**src/rtl/lab2_proc_imm_pkg.sv**
```systemverilog
// Shared types and constants for the pipelined RISC-V immediate generator.
package lab2_proc_imm_pkg;

   localparam int unsigned IMM_TYPE_NBITS = 3;
   localparam int unsigned INST_NBITS     = 32;
   localparam int          XLEN_RV64      = 64;

   // Immediate formats selectable at the input; IMM_ILL marks an unusable type.
   typedef enum logic [IMM_TYPE_NBITS-1:0] {
      IMM_I     = 3'd0,
      IMM_S     = 3'd1,
      IMM_B     = 3'd2,
      IMM_U     = 3'd3,
      IMM_J     = 3'd4,
      IMM_CSR   = 3'd5,
      IMM_SHAMT = 3'd6,
      IMM_ILL   = 3'd7
   } imm_type_e;

endpackage

```
**src/rtl/lab2_proc_imm_decode.sv**
```systemverilog
// Combinational immediate extraction from a raw 32-bit instruction word.
// The low 32 bits are formed per type; bits above 31 are filled with either
// the instruction sign bit (sign-extending types) or zero (zimm / shamt).
module lab2_proc_imm_decode
   import lab2_proc_imm_pkg::*;
#(
   parameter int p_xlen = 32
) (
   input  logic [IMM_TYPE_NBITS-1:0] i_imm_type,
   input  logic [INST_NBITS-1:0]     i_inst,
   output logic [p_xlen-1:0]         o_imm,
   output logic                      o_err
);

   logic [31:0]       w_imm32;
   logic              w_fill;
   logic              w_shamt_hi;
   logic [p_xlen-1:0] w_imm;

   // Only RV64 uses the sixth shift-amount bit.
   assign w_shamt_hi = (p_xlen == XLEN_RV64) ? i_inst[25] : 1'b0;

   // Select the per-type 32-bit immediate and the fill bit for the upper part.
   always_comb begin
      w_imm32 = 32'h0000_0000;
      w_fill  = 1'b0;
      o_err   = 1'b0;
      case (i_imm_type)
         IMM_I: begin
            w_imm32 = {{20{i_inst[31]}}, i_inst[31:20]};
            w_fill  = i_inst[31];
         end
         IMM_S: begin
            w_imm32 = {{20{i_inst[31]}}, i_inst[31:25], i_inst[11:7]};
            w_fill  = i_inst[31];
         end
         IMM_B: begin
            w_imm32 = {{19{i_inst[31]}}, i_inst[31], i_inst[7], i_inst[30:25], i_inst[11:8], 1'b0};
            w_fill  = i_inst[31];
         end
         IMM_U: begin
            w_imm32 = {i_inst[31:12], 12'h000};
            w_fill  = i_inst[31];
         end
         IMM_J: begin
            w_imm32 = {{11{i_inst[31]}}, i_inst[31], i_inst[19:12], i_inst[20], i_inst[30:21], 1'b0};
            w_fill  = i_inst[31];
         end
         IMM_CSR: begin
            w_imm32 = {27'h000_0000, i_inst[19:15]};
            w_fill  = 1'b0;
         end
         IMM_SHAMT: begin
            w_imm32 = {26'h000_0000, w_shamt_hi, i_inst[24:20]};
            w_fill  = 1'b0;
         end
         default: begin
            w_imm32 = 32'h0000_0000;
            w_fill  = 1'b0;
            o_err   = 1'b1;
         end
      endcase
   end

   // Widen to p_xlen: fill everything with the extension bit, then overlay bits 31:0.
   always_comb begin
      w_imm        = {p_xlen{w_fill}};
      w_imm[31:0]  = w_imm32;
   end

   assign o_imm = w_imm;

endmodule

```
**src/rtl/lab2_proc_imm_gen_pipe.sv**
```systemverilog
// Elastic, squashable pipeline around the immediate decoder. Decode happens in
// front of stage 0; later stages only move {val, imm, err, tag}. A stage loads
// when it is empty or its occupant leaves in the same cycle, so bubbles collapse
// and a full pipe streams one entry per cycle.
module lab2_proc_imm_gen_pipe
   import lab2_proc_imm_pkg::*;
#(
   parameter int p_xlen      = 32,
   parameter int p_nstages   = 2,
   parameter int p_tag_nbits = 4
) (
   input  logic                      clk,
   input  logic                      reset,
   input  logic                      squash,
   input  logic                      in_val,
   output logic                      in_rdy,
   input  logic [IMM_TYPE_NBITS-1:0] in_imm_type,
   input  logic [INST_NBITS-1:0]     in_inst,
   input  logic [p_tag_nbits-1:0]    in_tag,
   output logic                      out_val,
   input  logic                      out_rdy,
   output logic [p_xlen-1:0]         out_imm,
   output logic                      out_err,
   output logic [p_tag_nbits-1:0]    out_tag
);

   logic [p_xlen-1:0]      w_dec_imm;
   logic                   w_dec_err;
   logic [p_nstages-1:0]   w_load;
   logic                   w_next_load;

   logic                   r_val [p_nstages];
   logic [p_xlen-1:0]      r_imm [p_nstages];
   logic                   r_err [p_nstages];
   logic [p_tag_nbits-1:0] r_tag [p_nstages];

   lab2_proc_imm_decode #(
      .p_xlen (p_xlen)
   ) u_decode (
      .i_imm_type (in_imm_type),
      .i_inst     (in_inst),
      .o_imm      (w_dec_imm),
      .o_err      (w_dec_err)
   );

   // Load enables ripple back from the output: a stage may load if empty or if the stage after it loads.
   always_comb begin
      w_load      = {p_nstages{1'b0}};
      w_next_load = out_rdy;
      for (int k = p_nstages - 1; k >= 0; k--) begin
         w_load[k]   = !r_val[k] || w_next_load;
         w_next_load = w_load[k];
      end
   end

   assign in_rdy = w_load[0] && !squash;

   for (genvar k = 0; k < p_nstages; k++) begin : g_stage
      logic                   w_src_val;
      logic [p_xlen-1:0]      w_src_imm;
      logic                   w_src_err;
      logic [p_tag_nbits-1:0] w_src_tag;

      if (k == 0) begin : g_head
         assign w_src_val = in_val;
         assign w_src_imm = w_dec_imm;
         assign w_src_err = w_dec_err;
         assign w_src_tag = in_tag;
      end else begin : g_body
         assign w_src_val = r_val[k-1];
         assign w_src_imm = r_imm[k-1];
         assign w_src_err = r_err[k-1];
         assign w_src_tag = r_tag[k-1];
      end

      // Stage register: squash empties it; otherwise it takes upstream contents when allowed to load.
      always_ff @(posedge clk or negedge reset) begin
         if (!reset) begin
            r_val[k] <= 1'b0;
            r_imm[k] <= {p_xlen{1'b0}};
            r_err[k] <= 1'b0;
            r_tag[k] <= {p_tag_nbits{1'b0}};
         end else if (squash) begin
            r_val[k] <= 1'b0;
         end else if (w_load[k]) begin
            r_val[k] <= w_src_val;
            if (w_src_val) begin
               r_imm[k] <= w_src_imm;
               r_err[k] <= w_src_err;
               r_tag[k] <= w_src_tag;
            end
         end
      end
   end

   assign out_val = r_val[p_nstages-1];
   assign out_imm = r_imm[p_nstages-1];
   assign out_err = r_err[p_nstages-1];
   assign out_tag = r_tag[p_nstages-1];

endmodule

```
**config.mk**
```make
export PLATFORM = sky130hd
export DESIGN_NAME = lab2_proc_imm_gen_pipe
export DESIGN_NICKNAME = d
export VERILOG_FILES = /design/src/rtl/lab2_proc_imm_pkg.sv /design/src/rtl/lab2_proc_imm_decode.sv /design/src/rtl/lab2_proc_imm_gen_pipe.sv
export SDC_FILE = /design/constraint.sdc
export NUM_CORES = 1
export LEC_CHECK = 0
export BUFFER_PORTS_ARGS = -buffer_cell sky130_fd_sc_hd__buf_4
export CAP_MARGIN = 20
export CORE_MARGIN = 2
export CORE_UTILIZATION = 53
export CTS_CLUSTER_SIZE = 28
export DETAILED_ROUTE_END_ITERATION = 16
export PLACE_DENSITY = 0.87
export SETUP_SLACK_MARGIN = 0.05
export SLEW_MARGIN = 20
export SYNTH_ARGS = -nofsm -noshare
export SYNTH_HDL_FRONTEND = slang
export SYNTH_SLANG_ARGS = --single-unit
```
**constraint.sdc**
```tcl
create_clock -name clk -period 1.76 [get_ports clk]
set_input_delay 0.264 -clock clk [delete_from_list [all_inputs] [get_ports clk]]
set_output_delay 0.264 -clock clk [all_outputs]
set_load 0.1 [all_outputs]
```
### Word-level counts from Yosys, hierarchy flattened

Index checks and enable logic that the tools add are counted.

* word-level logic and storage cells: 33
* input port bits: 44
* register bits after elaboration: 76
* output and inout bits: 39

* bitwise operators: 1
* equal/unequal tests: 6
* reductions and logical operators: 12
* mux-type cells: 6

Operator list (number)
* case mux 32 bit (7 select lines): 1
* == test 3 bit (second input constant): 3
* OR reduction 7 bit: 1
* == test 3 x 2 -> 1 bit (second input constant): 2
* AND reduction 3 bit: 2
* two-way mux 1 bit: 5
* nonzero test 2 bit: 2
* == test 3 x 1 -> 1 bit (second input constant): 1
* logical NOT 1 bit: 3
* logical NOT 3 bit: 1
* logical OR 1 bit: 2
* logical AND 1 bit: 1
* NOT 1 bit: 1

### Logic depth before layout (Yosys ltp)

Gate-level depths: netlist of the first run.

* word-level depth: 5
* depth in mapped cells: 6
* gate-level depth less buffers: 4

### Hierarchy

A second synthesis of the first run with hierarchy kept.

* cells, all modules: 254
* area, all modules: 3598.5 um2

By module, submodules not included
* lab2_proc_imm_gen_pipe: instances 1, cells an instance 167, sequential area each 1901.8 um2, area an instance 3012.9 um2
* lab2_proc_imm_decode: instances 1, cells an instance 87, sequential area each 0.0 um2, area an instance 585.6 um2

### Least setup slack after synthesis of the first run

No wires, ideal clock.

* path type: register to output
* start: reg r_val (netlist bit out_val)
* end: out in_rdy
* buffers on the path: 0
* arrival: 2.507 ns
* setup slack: -1.011 ns
* stages on the path, launching flop included: 3
* data required time: 1.496 ns
* path through: dfrtp_1 -> nor2b_4 -> a21oi_1

* word-level cells in the longest chain between the ends: 4

Ends and longest elaborated chain
* start: declaration: line lab2_proc_imm_gen_pipe.sv:32 `logic r_val [p_nstages];`
* start signal: indexed assignment: line lab2_proc_imm_gen_pipe.sv:86 `r_val[k] <= w_src_val;`
* logical NOT 1 bit: line lab2_proc_imm_gen_pipe.sv:51 `w_load[k] = !r_val[k] || w_next_load;`
* logical OR 1 bit (2 in a row): line lab2_proc_imm_gen_pipe.sv:51
* logical AND 1 bit: line lab2_proc_imm_gen_pipe.sv:56 `assign in_rdy = w_load[0] && !squash;`
* end: declaration: line lab2_proc_imm_gen_pipe.sv:16 `output logic in_rdy,`

No other way between the ends.

### Worst setup path in the final report of the first run

* start: reg r_val (netlist bit out_val)
* end: reg r_imm (netlist bit g_stage[1].w_src_imm[22])

* word-level cells in the longest chain between the ends: 4

Ends and longest elaborated chain
* logical NOT 1 bit: line lab2_proc_imm_gen_pipe.sv:51
* logical OR 1 bit (2 in a row): line lab2_proc_imm_gen_pipe.sv:51
* AND reduction 3 bit (no source line)
* end signal: indexed assignment: line lab2_proc_imm_gen_pipe.sv:80 `r_imm[k] <= {p_xlen{1'b0}};`
* end signal: indexed assignment: line lab2_proc_imm_gen_pipe.sv:88 `r_imm[k] <= w_src_imm;`
* end: declaration: line lab2_proc_imm_gen_pipe.sv:33 `logic [p_xlen-1:0] r_imm [p_nstages];`

No other way between the ends.
A chain may end at the register's enable or synchronous reset.

==> results.yml, run 1 <==
status:
  status: "finished, final reports clean"
layout:
  fin_area_sq_um: 4180
  final_cell_mix: "buf_4, dfrtp_1, mux2_2"
  area.sequential_sq_um: 1910
  drive_gt1_frac: 0.429
  fill_cells: 430
  layout_commonest_cell: "buf_4"
  antenna_cells: 0
  multiInputGateArea_sq_um: 1270
  fin_cells: 427
  nNetsFinal: 391
  area_growth_pct: 27.6
clock_network:
  cts_tree: "yes"
  clock_latency_ns: 0.35
  cts_sinks: 76
  clkTransAtPathRegs_ns: 0.08
  htree_levels: 3
  clock_path_buffers: 2
  cts_buffers: 9
  clockRootBuffer: "clkbuf_8"
die:
  rows: 28
  die_width_um: 82.6
  die-area_sq_um: 6820
  dieHeight_um: 82.6
  pin_count: 83
  core_sq_um: 5960
  start_util: 0.550
route:
  via_count: 2348
  initialDrtViolationCount: 88
  ant_nets: 0
  routedWlPerCell_um: 16.6
  drt-vias-per-instance: 5.50
  drcViolationCount: 0
  firstDrtPassIters: 4
  drt_wl_total_um: 7080
worst_setup_path:
  cp-start-kind: "flop"
  worst_ep_arrival_time_ns: 1.93
  crit_path_end_kind: "flop"
  cp.required_ns: 2.05
  cp_max_fo: 23
  crit_type: "reg -> reg"
placement:
  place_congestion: 0.825
  dp.cells: 410
  port_buffers: 75
  dpl.hpwl_um: 4920
  placed_cell_area_sq_um: 3940
  post-place-ws_ns: 0.0312
logic_synthesis:
  avgSynthCellArea_sq_um: 12.3
  synth.distinct_cells: 30
  synth_area_sq_um: 3270
  synth_nets: 310
  syn_inst: 266
  yosys_warnings: 0
  ys_seq_elements: 76
  ys_seq_area_frac: 0.581
timing:
  clock_skew_ns: 0.00929
  worstMarginPinSlew_ns: 0.517
  maxSlewHeadroom: 0.655
  final-max-slew-violation-count: 0
  rsz0062_at_grt: "true"
  final_min_period_over_clock_period: 0.936
  final-setup-viol-count: 0
  finalHoldViolCount: 0
  fin_setup_tns_ns: 0
  timing.fmax_mhz: 607
  worst_slack_ns: 0.112
  fin_crit_ns: 1.65
grt:
  grt-ovfl-total: 0
  grt_pass1_vias: 2369
  grt_max_degree: 41
  grt_pass1_wl_um: 11500
  antenna_found_initial: 0
  track_usage: 0.230
pwr:
  power.leakage_nw: 2.00
  pwr_density_cell_nw_per_um2: 1510
  ir_drop_mv: 1.00
job:
  maxCapViolCount: 0
worst_hold_path:
  min_path_type: "in -> reg"
==> worst max-delay path: stages, from the launching register on <==
cell and delay (ns):
dfrtp_4 0.47, nor2b_4 0.17, a211o_4 0.41, buf_12 0.18
a21oi_4 0.18, a22o_1 0.17
==> routing by layer <==
layer  up-vias  part of all wire  wire [um]  global-route usage
li1       1116                 -          -                   -
met1      1154              0.43       3040               0.297
met2        64              0.50       3530               0.366
met3        14             0.050        353              0.0543
met4         0             0.022        159               0.110
met5         -                 0          0                   0
==> path summary, 6_finish.rpt <==
kind | end | slack [ns] | depth (start not counted) | startpoint
max | g_stage[1].w_src_imm[22] | 0.11 | 5 | out_val
max in group asynchronous | out_imm[9] | 0.80 | 3 | reset
min reg2reg | g_stage[1].w_src_tag[0] | 0.48 | 2 | g_stage[1].w_src_tag[0]
min | g_stage[1].w_src_tag[3] | 0.10 | 3 | in_tag[3]
min in group asynchronous | out_imm[17] | 0.43 | 2 | reset
max reg2reg | g_stage[1].w_src_imm[22] | 0.11 | 5 | out_val
==> layout make-up <==
| type | instances | share of cell area |
|---|---|---|
| Sequential cell | 76 | 0.456 |
| Multi-Input combinational cell | 172 | 0.305 |
| Timing Repair Buffer | 86 | 0.165 |
| Clock buffer | 9 | 0.0296 |
| Tap cell | 75 | 0.0225 |
| Clock inverter | 7 | 0.0204 |
| Inverter | 2 | 0.00180 |
==> logic make-up after synthesis <==
kind of cell,share of synthesized area
flip-flops,0.581
AO/OA/AOI/OAI,0.141
AND/OR/NAND/NOR,0.0895
adder cells (fa/ha/maj),0.00344
multiplexers,0.143
buffers and inverters,0.0428
==> report_power, final <==
part | total, mW | switching, mW | internal [mW]
Clock | 1.37 | 0.687 | 0.679
Sequential | 2.27 | 0.184 | 2.08
Combinational | 2.68 | 2.05 | 0.636
==> state kept, by name (all words and copies together) (netlist names) <==
register and flops:
g_stage.w_src_err 1, g_stage.w_src_imm 32, g_stage.w_src_tag 4, g_stage.w_src_val 1, out_err 1, out_imm 32, out_tag 4, out_val 1
==> what timing repair did <==
action / 4_1_cts / 5_1_grt
hold buffers: 1 / 0
setup buffers: 0 / 0
cloned: 0 / 0
resized for setup: 1 / 4
setup endpoints to repair: 9 / 18
hold endpoints to repair: 38 / 0
==> Yosys cell counts, drive strengths merged <==
cell type,number,share of area
dfrtp,76,0.58
mux2,37,0.13
nand2,33,0.038
nor2,23,0.029
a21oi,20,0.034
buf,16,0.041
a22o,11,0.029
o21ai,10,0.015
a211o,6,0.016
a31oi,6,0.016
a21o,5,0.011
mux2i,5,0.015
a32oi,4,0.011
inv,2,0.0023
nand3b,2,0.0046
nor2b,2,0.0084
a211oi,1,0.0038
and2,1,0.0019
and2b,1,0.0023
maj3,1,0.0034
nand2b,1,0.0019
nand3,1,0.0015
nor3b,1,0.0023
o22ai,1,0.0038
==> through the flow <==
step	total power [mW]	util	hold WS [ns]
detailed placement	4.98	0.661	0.276
global placement	4.93	0.661	0.264
CTS	6.35	0.698	0.0869
global route	6.57	0.701	0.0957
floorplan	4.35	-	-0.0316
finish	6.31	0.701	0.103
No activity file was read; power rests on OpenSTA's default activity.
==> run 2: changes to the inputs <==
--- a/config.mk
+++ b/config.mk
@@ -12,6 +12,7 @@
 export CTS_CLUSTER_SIZE = 28
 export DETAILED_ROUTE_END_ITERATION = 16
 export PLACE_DENSITY = 0.87
+export REMOVE_ABC_BUFFERS = 1
 export SETUP_SLACK_MARGIN = 0.05
 export SLEW_MARGIN = 20
 export SYNTH_ARGS = -nofsm -noshare
==> run 2 against run 1 <==
Compared with the run above: sequential share of layout area rose by 0.56 points; final area is 1.4% lower; die area unchanged; utilization down 0.99 points; register-to-register slack better by 0.09 ns.
==> results.yml, run 2 (synthesis results as in run 1) <==
route:
  drcViolationCount: 0
  wl_met1_um: 2970
  drt-vias-per-instance: 5.49
  highest_layer: "met4"
  route.met2.wl_um: 3330
  routedWlPerCell_um: 16.2
  drt_wl_total_um: 6880
  via_count: 2333
  ant_nets: 0
  initialDrtViolationCount: 262
  firstDrtPassIters: 4
  wl_met3_um: 474
pwr:
  internal_power_mw: 3.55
  switching_power_mw: 2.88
  seqPwrFrac: 0.352
  power.leakage_nw: 1.99
  pwr_density_cell_nw_per_um2: 1560
  ir_drop_mv: 0.830
  p_sw_frac: 0.448
  combPwrFrac: 0.413
  clkPwrFrac: 0.235
worst_setup_path:
  critical_path.slowest_cell: "dfrtp_1"
  crit_chain: "nor2b_4, a21oi_1, buf_4"
  cp_slowest_stage_delay_ns: 0.38
  reg2reg_slack_ns: 0.20
  rr_startpoint: "out_val"
  cp.required_ns: 1.50
  cp-start-kind: "flop"
  worst_ep_arrival_time_ns: 1.31
  crit_path_end_kind: "output pin"
  critical-path-top-delay-family: "flip-flops"
  cp_num_buf_inv: 1
  cp_max_fo: 6
  r2r-end: "out_imm[5]"
  crit_type: "reg -> out"
  r2r_cells: 4
die:
  die-area_sq_um: 6820
  start_util: 0.550
  pin_count: 83
  dieHeight_um: 82.6
  core_sq_um: 5960
  rows: 28
  die_width_um: 82.6
worst_hold_path:
  min_path_type: "in -> reg"
  hold_end: "g_stage[1].w_src_tag[1]"
  worst_hold_startpoint: "in_tag[1]"
  whs_path_depth: 3
clock_network:
  cts_sinks: 76
  clockRootBuffer: "clkbuf_8"
  post_cts_buffers: 0
  htree_levels: 3
  clkTransAtPathRegs_ns: 0.08
  clock_path_buffers: 2
  clock_latency_ns: 0.35
  cts_buffers: 9
  cts_tree: "yes"
job:
  maxCapViolCount: 0
timing:
  timing.fmax_mhz: 634
  finalHoldViolCount: 0
  worstMarginPinSlew_ns: 0.424
  final-max-slew-violation-count: 0
  clock_skew_ns: 0.00767
  rsz0062_at_grt: "false"
  maxSlewHeadroom: 0.717
  final_min_period_over_clock_period: 0.896
  final-setup-viol-count: 0
  fin_crit_ns: 1.58
  worst_slack_ns: 0.183
placement:
  place_congestion: 0.807
  port_buffers: 75
  post-place-ws_ns: 0.165
  dpl.hpwl_um: 4830
  placed_cell_area_sq_um: 3870
layout:
  layout_commonest_cell: "buf_4"
  drive_gt1_frac: 0.417
  fin_area_sq_um: 4120
  nNetsFinal: 389
  final_cell_mix: "buf_4, dfrtp_1, mux2_2"
  area_growth_pct: 25.8
  antenna_cells: 0
  fin_util: 0.692
grt:
  antenna_found_initial: 0
  grt_max_degree: 46
  grt_pass1_vias: 2291
  grt_pass1_wl_um: 11200
  track_usage: 0.218
  grt-ovfl-total: 0
status:
  status: "finished, final reports clean"
==> run 2: cell count changes in the layout (fill, tap and decap cells not counted), sizes merged <==
| cell | before | now |
|---|---|---|
| bufinv | 1 | 2 |
| buf | 85 | 83 |
| clkbuf | 9 | 10 |
| clkinv | 4 | 2 |
==> run 2: cell type report <==
type                       count  area, sq um
clock buffer                  10          138
clock inverter                 6         95.1
fill                         446         1840
inverter                       2         7.51
multi-input combinational    172         1240
sequential                    76         1900
tap                           75         93.8
timing repair buffer          84          646
==> run 2: timing repair <==
action | CTS | global route
endpoints found under the hold margin | 31 | 0
hold buffers | 1 | 0
endpoints found under the setup margin | 0 | 3
resized for setup | 0 | 1
==> run 2: worst max path at each step <==
stage            start                        to  slack, ns  cells after the start
3_5_place_dp   out_val   g_stage[1].w_src_imm[7]       0.16                      4
5_1_grt        out_val                    in_rdy       0.09                      3
3_3_place_gp   out_val   g_stage[1].w_src_imm[7]       0.19                      4
6_report       out_val                    in_rdy       0.18                      3
4_1_cts        out_val  g_stage[1].w_src_imm[22]       0.14                      5
2_1_floorplan  out_val                   out_err      -2.58                      3
==> run 2: power groups by stage <==
stage / registers (mW) / clock network, mW / logic, mW
floorplan: 3.89 / 0 / 0.421
finish: 2.26 / 1.51 / 2.66
global route: 2.31 / 1.62 / 2.76
CTS: 2.27 / 1.54 / 2.67
detailed placement: 2.30 / 0 / 2.66
global placement: 2.28 / 0 / 2.63
==> run 2: worst reg2reg max path, cell delays in order, from the launching register on <==
cell     delay (ns)
dfrtp_1        0.38
nor2b_4        0.15
nor3b_2        0.20
buf_4          0.33
mux2_2         0.39
==> run 2: per-stage QoR <==
stage | total power [mW] | instances | hold WS (ns) | setup TNS [ns]
after floorplan | 4.31 | 250 | -0.0316 | -114.63
after global placement | 4.91 | 408 | 0.224 | 0
after detailed placement | 4.96 | 408 | 0.230 | 0
after CTS | 6.48 | 425 | 0.100 | 0
after global routing | 6.68 | 425 | 0.112 | 0
final | 6.43 | 425 | 0.106 | 0
==> run 2: metal layers <==
layer | global-route usage | vias up
met4 | 0.0689 | 0
met3 | 0.0609 | 16
met5 | 0 | -
met1 | 0.292 | 1134
met2 | 0.348 | 88
li1 | - | 1095
==> run 3: changes to the inputs <==
==> constraint.sdc (replaced) <==
create_clock -name clk -period 1.76 [get_ports clk]
set_input_delay 0.176 -clock clk [delete_from_list [all_inputs] [get_ports clk]]
set_output_delay 0.176 -clock clk [all_outputs]
set_load 0.1 [all_outputs]
==> run 3 against run 2 <==
Compared with the run above: sequential power barely moved; fmax fell by 2.1%; non-clock buffer count fell by 2; combinational power barely moved; register-to-register slack got worse by 0.05 ns; count of clock-buffer cells in the layout did not move; final area fell by 0.12%; critical path depth rose by 2; utilization fell by 0.084 points; setup slack got worse by 0.034 ns; first-iteration DRC count fell by 19%; critical endpoint is now g_stage[1].w_src_imm[9].
==> results.yml, run 3 (synthesis results as in run 1) <==
clock_network:
  post_cts_buffers: 0
  cts_tree: "yes"
  clkTransAtPathRegs_ns: 0.08
  clockRootBuffer: "clkbuf_8"
  cts_buffers: 9
  clock_path_buffers: 2
  clock_latency_ns: 0.34
  htree_levels: 3
  cts_sinks: 76
timing:
  finalHoldViolCount: 0
  fin_crit_ns: 1.61
  final_min_period_over_clock_period: 0.915
  final-max-slew-violation-count: 0
  fin_hold_ws_ns: 0.0198
  worstMarginPinSlew_ns: 0.516
  final-setup-viol-count: 0
  clock_skew_ns: 0.00944
  rsz0062_at_grt: "false"
  fin_setup_tns_ns: 0
  timing.fmax_mhz: 621
  maxSlewHeadroom: 0.656
pwr:
  ir_drop_mv: 0.971
  power.total_mw: 6.44
  pwr_density_cell_nw_per_um2: 1560
  power.leakage_nw: 1.98
route:
  via_count: 2375
  routedWlPerCell_um: 16.4
  drt_wl_total_um: 6940
  drcViolationCount: 0
  firstDrtPassIters: 4
  initialDrtViolationCount: 211
  drt-vias-per-instance: 5.61
  ant_nets: 0
worst_setup_path:
  cp-start-kind: "flop"
  crit_path_end_kind: "flop"
  worst_ep_arrival_time_ns: 1.90
  critical-path-top-delay-family: "compound AO/OA/AOI/OAI gates"
  cp_slowest_stage_delay_ns: 0.38
  crit_type: "reg -> reg"
  cp_max_fo: 25
  cp.required_ns: 2.05
  crit_chain: "nor2b_4, a211o_1, buf_4, nor2_4, a22o_1"
  cp_num_buf_inv: 1
  critical_path.slowest_cell: "dfrtp_1"
layout:
  layout_commonest_cell: "buf_4"
  area_growth_pct: 25.7
  fin_cells: 423
  drive_gt1_frac: 0.411
  antenna_cells: 0
  fin_area_sq_um: 4110
  nNetsFinal: 387
  final_cell_mix: "buf_4, dfrtp_1, mux2_2"
grt:
  antenna_found_initial: 0
  grt_max_degree: 45
  grt_pass1_wl_um: 11100
  grt-ovfl-total: 0
  track_usage: 0.219
  grt_pass1_vias: 2377
die:
  pin_count: 83
  rows: 28
  die_width_um: 82.6
  die-area_sq_um: 6820
  dieHeight_um: 82.6
  start_util: 0.550
  core_sq_um: 5960
job:
  maxCapViolCount: 0
placement:
  dp.cells: 406
  place_congestion: 0.827
  port_buffers: 75
  dpl.hpwl_um: 4820
  placed_cell_area_sq_um: 3870
worst_hold_path:
  min_path_type: "in -> reg"
status:
  status: "finished, final reports clean"
## run 3: cell count changes in the layout (fill, tap and decap cells not counted), sizes merged
cell | before | now
clkinvlp | 0 | 1
buf | 83 | 81
clkinv | 2 | 1
## run 3: path summary, 6_finish.rpt
check | startpoint | to | slack (ns) | cells past startpoint
worst max-delay path | out_val | g_stage[1].w_src_imm[9] | 0.15 | 5
worst min-delay path | in_tag[1] | g_stage[1].w_src_tag[1] | 0.02 | 3
worst max register to register | out_val | g_stage[1].w_src_imm[9] | 0.15 | 5
worst min register to register | g_stage[1].w_src_tag[0] | g_stage[1].w_src_tag[0] | 0.47 | 2
max in group asynchronous | reset | out_imm[27] | 0.88 | 3
min in group asynchronous | reset | out_imm[0] | 0.32 | 2
## run 3: report_power, final
group | internal (mW) | leakage (nW) | switching, mW
combinational | 0.622 | 0.915 | 2.04
clock | 0.850 | 0.113 | 0.665
sequential | 2.08 | 0.947 | 0.181
total | 3.55 | 1.98 | 2.89
## run 3: area by class of cell
class,instances,area (sq um)
clock inverter,6,93.8
fill,441,1840
sequential,76,1900
multi-input combinational,172,1240
tap,75,93.8
inverter,2,7.51
timing repair buffer,82,643
clock buffer,10,138
## run 3: layer usage
layer	track usage	part of all wire	vias to the layer above
met5	0	0	-
met4	0.0721	0.010	0
met3	0.0652	0.064	11
met2	0.368	0.50	74
met1	0.270	0.42	1190
li1	-	-	1100
## run 3: repair_timing
item                      CTS  global route
hold buffers                1             0
resized for setup           0             0
hold endpoints to repair   32             0
## run 3: worst min-delay path, cell delays in order
cell and delay, ns:
buf_4 0.07, nand2_1 0.04, nand2_1 0.04
## run 3: per-stage QoR
step | util | setup WS, ns
3_5_place_dp | 0.650 | 0.170
6_report | 0.691 | 0.149
4_1_cts | 0.691 | 0.155
5_1_grt | 0.691 | 0.0743
3_3_place_gp | 0.650 | 0.198
2_1_floorplan | - | -2.58
